`src/rtl/register_file_mp.sv`:
```
// register_file_mp: multi-port register file with two prioritised write ports and a scoreboard.
// Optional feature macro REGFILE_BYPASS_EN forwards same-cycle write data and pending state to reads.
module register_file_mp #(
   parameter int DATA_WIDTH = 8,
   parameter int DEPTH      = 8,
   parameter int ADDR_WIDTH = $clog2(DEPTH),
   parameter int NUM_RD     = 2,
   parameter int ZERO_REG   = 0
) (
   input  logic                           clk,
   input  logic                           reset_n,
   input  logic [NUM_RD-1:0]              rd_enable,
   input  logic [NUM_RD*ADDR_WIDTH-1:0]   rd_addr,
   output logic [NUM_RD*DATA_WIDTH-1:0]   rd_data,
   output logic [NUM_RD-1:0]              rd_pending,
   input  logic                           wr0_enable,
   input  logic [ADDR_WIDTH-1:0]          wr0_addr,
   input  logic [DATA_WIDTH-1:0]          wr0_data,
   input  logic                           wr1_enable,
   input  logic [ADDR_WIDTH-1:0]          wr1_addr,
   input  logic [DATA_WIDTH-1:0]          wr1_data,
   input  logic                           rsv_enable,
   input  logic [ADDR_WIDTH-1:0]          rsv_addr,
   output logic                           rsv_conflict,
   output logic [DEPTH-1:0]               pending
);

   logic [DEPTH-1:0][DATA_WIDTH-1:0]  regs_q, regs_d;
   logic [DEPTH-1:0]                  pend_q, pend_d;
   logic [NUM_RD-1:0][ADDR_WIDTH-1:0] ra;
   logic [NUM_RD-1:0][DATA_WIDTH-1:0] rdat_q, rdat_d;
   logic [NUM_RD-1:0]                 rpend_q, rpend_d;
   logic                              conf_q, conf_d;
   logic                              wr0_ok, wr1_ok, rsv_ok;

   function automatic logic is_r0(input logic [ADDR_WIDTH-1:0] a);
      return (ZERO_REG != 0) && (a == '0);
   endfunction

   assign ra     = rd_addr;
   assign wr0_ok = wr0_enable && !is_r0(wr0_addr);
   assign wr1_ok = wr1_enable && !is_r0(wr1_addr);
   assign rsv_ok = rsv_enable && !is_r0(rsv_addr);

   // wr1 is applied last so it wins a shared address; a reserve beats a write
   always_comb begin : next_state
      regs_d = regs_q;
      pend_d = pend_q;
      if (wr0_ok) begin
         regs_d[wr0_addr] = wr0_data;
         pend_d[wr0_addr] = 1'b0;
      end
      if (wr1_ok) begin
         regs_d[wr1_addr] = wr1_data;
         pend_d[wr1_addr] = 1'b0;
      end
      if (rsv_ok) begin
         pend_d[rsv_addr] = 1'b1;
      end
      conf_d = rsv_ok && pend_q[rsv_addr];
   end

   always_comb begin : read_ports
      rdat_d  = rdat_q;
      rpend_d = rpend_q;
      for (int i = 0; i < NUM_RD; i++) begin
         if (rd_enable[i]) begin
            if (is_r0(ra[i])) begin
               rdat_d[i]  = '0;
               rpend_d[i] = 1'b0;
            end else begin
`ifdef REGFILE_BYPASS_EN
               rdat_d[i]  = regs_d[ra[i]];
               rpend_d[i] = pend_d[ra[i]];
`else
               rdat_d[i]  = regs_q[ra[i]];
               rpend_d[i] = pend_q[ra[i]];
`endif
            end
         end
      end
   end

   always_ff @(posedge clk or negedge reset_n) begin
      if (!reset_n) begin
         regs_q  <= '0;
         pend_q  <= '0;
         rdat_q  <= '0;
         rpend_q <= '0;
         conf_q  <= 1'b0;
      end else begin
         regs_q  <= regs_d;
         pend_q  <= pend_d;
         rdat_q  <= rdat_d;
         rpend_q <= rpend_d;
         conf_q  <= conf_d;
      end
   end

   assign rd_data      = rdat_q;
   assign rd_pending   = rpend_q;
   assign rsv_conflict = conf_q;
   assign pending      = pend_q;

endmodule

```
`config.mk`:
```
export PLATFORM = sky130hd
export DESIGN_NAME = register_file_mp
export DESIGN_NICKNAME = d
export VERILOG_FILES = /design/src/rtl/register_file_mp.sv
export SDC_FILE = /design/constraint.sdc
export NUM_CORES = 1
export LEC_CHECK = 0
export ABC_AREA = 0
export ABC_CLOCK_PERIOD_IN_PS = 1600
export CELL_PAD_IN_SITES_DETAIL_PLACEMENT = 1
export CELL_PAD_IN_SITES_GLOBAL_PLACEMENT = 2
export CORE_ASPECT_RATIO = 1.75
export CORE_MARGIN = 4
export CORE_UTILIZATION = 39
export DETAILED_ROUTE_END_ITERATION = 10
export GPL_TIMING_DRIVEN = 1
export PLACE_DENSITY_LB_ADDON = 0.1
export SETUP_SLACK_MARGIN = 0.2
export SLEW_MARGIN = 20
export SYNTH_ARGS = -nofsm -noshare
export SYNTH_HDL_FRONTEND = slang
export SYNTH_SLANG_ARGS = --single-unit
export TNS_END_PERCENT = 100
```
`constraint.sdc`:
```
create_clock -name clk -period 1.6 [get_ports clk]
set_clock_uncertainty 0.05 [all_clocks]
set_input_delay 0.32 -clock clk [delete_from_list [all_inputs] [get_ports clk]]
set_output_delay 0.32 -clock clk [all_outputs]
set_load 0.01 [all_outputs]
```
==> flow_summary.toml <==
[outcome]
status = "complete, no violations"

[synthesis]
synth_fp_nets = 594
synth_top_area_share_pct = 40.9
synth_edf_count = 0
syn-cell-area_um2 = 5570
yosys-top-cells-count = "mux2i_1, dfrtp_1, nand2_1, nor2b_1, o21ai_1"
synth_ff_type = "dfrtp_1"
yosysUniqueCellTypes = 32
synth.area.top_cells = "dfrtp_1, mux2i_1, nor2b_1"
yosysWarnings = 0
ys_ff_latch = 91
async_flop_share_pct = 100
ys_seq_area_share_pct = 40.9
postSynthCellCount = 556
yosysTopAreaCell = "dfrtp_1"
synth_most_common_cell = "mux2i_1"
avgSynthCellArea_um2 = 10.0

[cts]
htree_levels = 3
clkSinkCount = 91
root_buffer = "clkbuf_16"
cts_buffers = 9
insertion_delay_ps = 340
clock_path_buffers = 2
clkTransAtPathRegs_ps = 70
cts_tree = "built"

[layout]
fin_util_pct = 50.7
diodes = 0
n_fill_cell = 1551
finish.instance_area_um2 = 7090
layout-drive-gt1-share_pct = 13.3
fin_nets = 666
syn_to_final_growth_pct = 27.3

[critical_path]
worstSetupPathType = "flip-flop to primary output"
cp_max_fo = 2
cp_slowest_cell = "dfrtp_1"
critPathCaptureType = "primary output"
required_ps = 1230
path_depth = 1
path_buf_inv = 1
timing.rr.end = "rd_pending[0]$_DFFE_PN0P_"
reg2reg_slack_ps = 240
cpPeakStageDelay_ps = 380
crit_family = "flip-flops"
startpoint = "rd_data[8]$_DFFE_PN0P_"
endpoint = "rd_data[8]"
reg2reg_from = "pending[3]$_DFF_PN0_"
ff2ff_path_depth = 4
arrival_ps = 1010
startpoint_type = "flip-flop"
cp_cell_sequence = "dlygate4sd2_1"

[power]
peakVddDrop_mv = 0.557
p_total_mw = 7.58
p_per_area_nw_per_um2 = 1070
p_leak_nw = 3.28

[routing]
routed_wl_um = 17900
drt-initial-drc-count = 217
viasPerCell = 5.63
firstDrtPassIters = 4
antenna_left = 0
drc_errors = 0
vias = 4562
wl_per_cell_um = 22.1

[floorplan]
start_util_pct = 39.9
dieArea_um2 = 16300
rows = 57
ioPinCount = 65
die_w_um = 98.4
core-area_um2 = 14000
die_h_um = 166

[placement]
io_buffers = 64
dp_hpwl_um = 13300
placed_cell_area_um2 = 6680
place_ws_ps = -347
gp_routability_congestion = 0.822

[timing]
fin_setup_tns_ps = 0
setup_viol = 0
rsz0062_at_grt = "yes"
max_freq_mhz = 726
period_minus_slack_ps = 1380
slew_viol_final = 0
fin_ws_ps = 223
finalHoldViolations = 0
worst_slew_pin_slew_ps = 519
period_share_pct = 86.0
slew-limit-headroom_pct = 65.4

[global_route]
grt_start_max_net_pins = 92
grt_pass1_wl_um = 28800
grtUsageTotal_pct = 22.4
grt-ovfl-total = 0
antenna_found_initial = 0
first_global_vias = 5063

[run]
drv_cap = 0

[worst_hold_path]
holdCritPathClass = "input port to asynchronous set/reset pin"
==> cell usage in the layout, fill, tap and decap left out, types with 22 or more instances in the layout <==
cell and n:
mux2i_1 121, dfrtp_1 91, buf_4 35, nand2_1 34, o21ai_1 34, nor2b_1 34, nor2_1 32, a21oi_1 32
nand3_1 22, clkdlybuf4s50_1 22
==> final cells by class <==
cell class / count / area, um2 / area share (%)
clock buffer: 10 / 239 / 3.37
clock inverter: 6 / 88.8 / 1.25
inverter: 4 / 15.0 / 0.212
multi-input combinational: 401 / 2940 / 41.4
sequential: 91 / 2280 / 32.1
tap: 177 / 221 / 3.12
timing repair buffer: 121 / 1310 / 18.5
==> cells by family after synthesis <==
family,count (synthesis),share of synthesized area (%)
mux,122,21.9
flops,91,40.9
simple gates,150,15.0
compound gates,129,15.6
buf+inv,64,6.65
==> what timing repair did <==
action                                  4_1_cts  5_1_grt
hold buffers                                  1        0
pin swaps                                     2        2
setup buffers                                 6        0
resized for setup                            54       16
hold endpoints to repair                     12        0
gates cloned                                  2        0
endpoints found under the setup margin      104       15
==> stage by stage <==
step | hold WS (ps) | cells
2_1_floorplan | -25.6 | 556
3_3_place_gp | 360 | 785
3_5_place_dp | 364 | 785
4_1_cts | 503 | 810
5_1_grt | 529 | 810
6_report | 509 | 810
==> worst min path at each step <==
stage | cells past startpoint | from | slack [ps] | end
2_1_floorplan | 0 | reset_n | -30 | pending[0]$_DFF_PN0_
3_3_place_gp | 2 | reset_n | 360 | regs_q[35]$_DFF_PN0_
3_5_place_dp | 2 | reset_n | 360 | regs_q[35]$_DFF_PN0_
4_1_cts | 4 | rd_addr[3] | 500 | rd_data[12]$_DFFE_PN0P_
5_1_grt | 4 | rd_addr[3] | 530 | rd_data[12]$_DFFE_PN0P_
6_report | 3 | reset_n | 510 | regs_q[35]$_DFF_PN0_
==> per-layer routing <==
| layer | vias up | GRT usage (%) | part of all wire, % |
|---|---|---|---|
| met5 | - | 0 | 0 |
| met4 | 0 | 5.77 | 1.3 |
| met3 | 20 | 2.69 | 2.8 |
| met2 | 76 | 39.6 | 52 |
| met1 | 2309 | 28.7 | 44 |
| li1 | 2157 | - | - |
==> report_power, final <==
group / total [mW] / switching, mW / internal (mW)
Clock: 2.36 / 0.950 / 1.41
Combinational: 2.03 / 1.02 / 1.02
Sequential: 3.19 / 0.402 / 2.78
Total: 7.58 / 2.37 / 5.21
==> flip-flops by register name, summed over array words and instances, names as in the netlist <==
register,flops
rsv_conflict,1
rd_data,16
pending,8
regs_q,64
rd_pending,2
(Power assumes the default switching activity.)
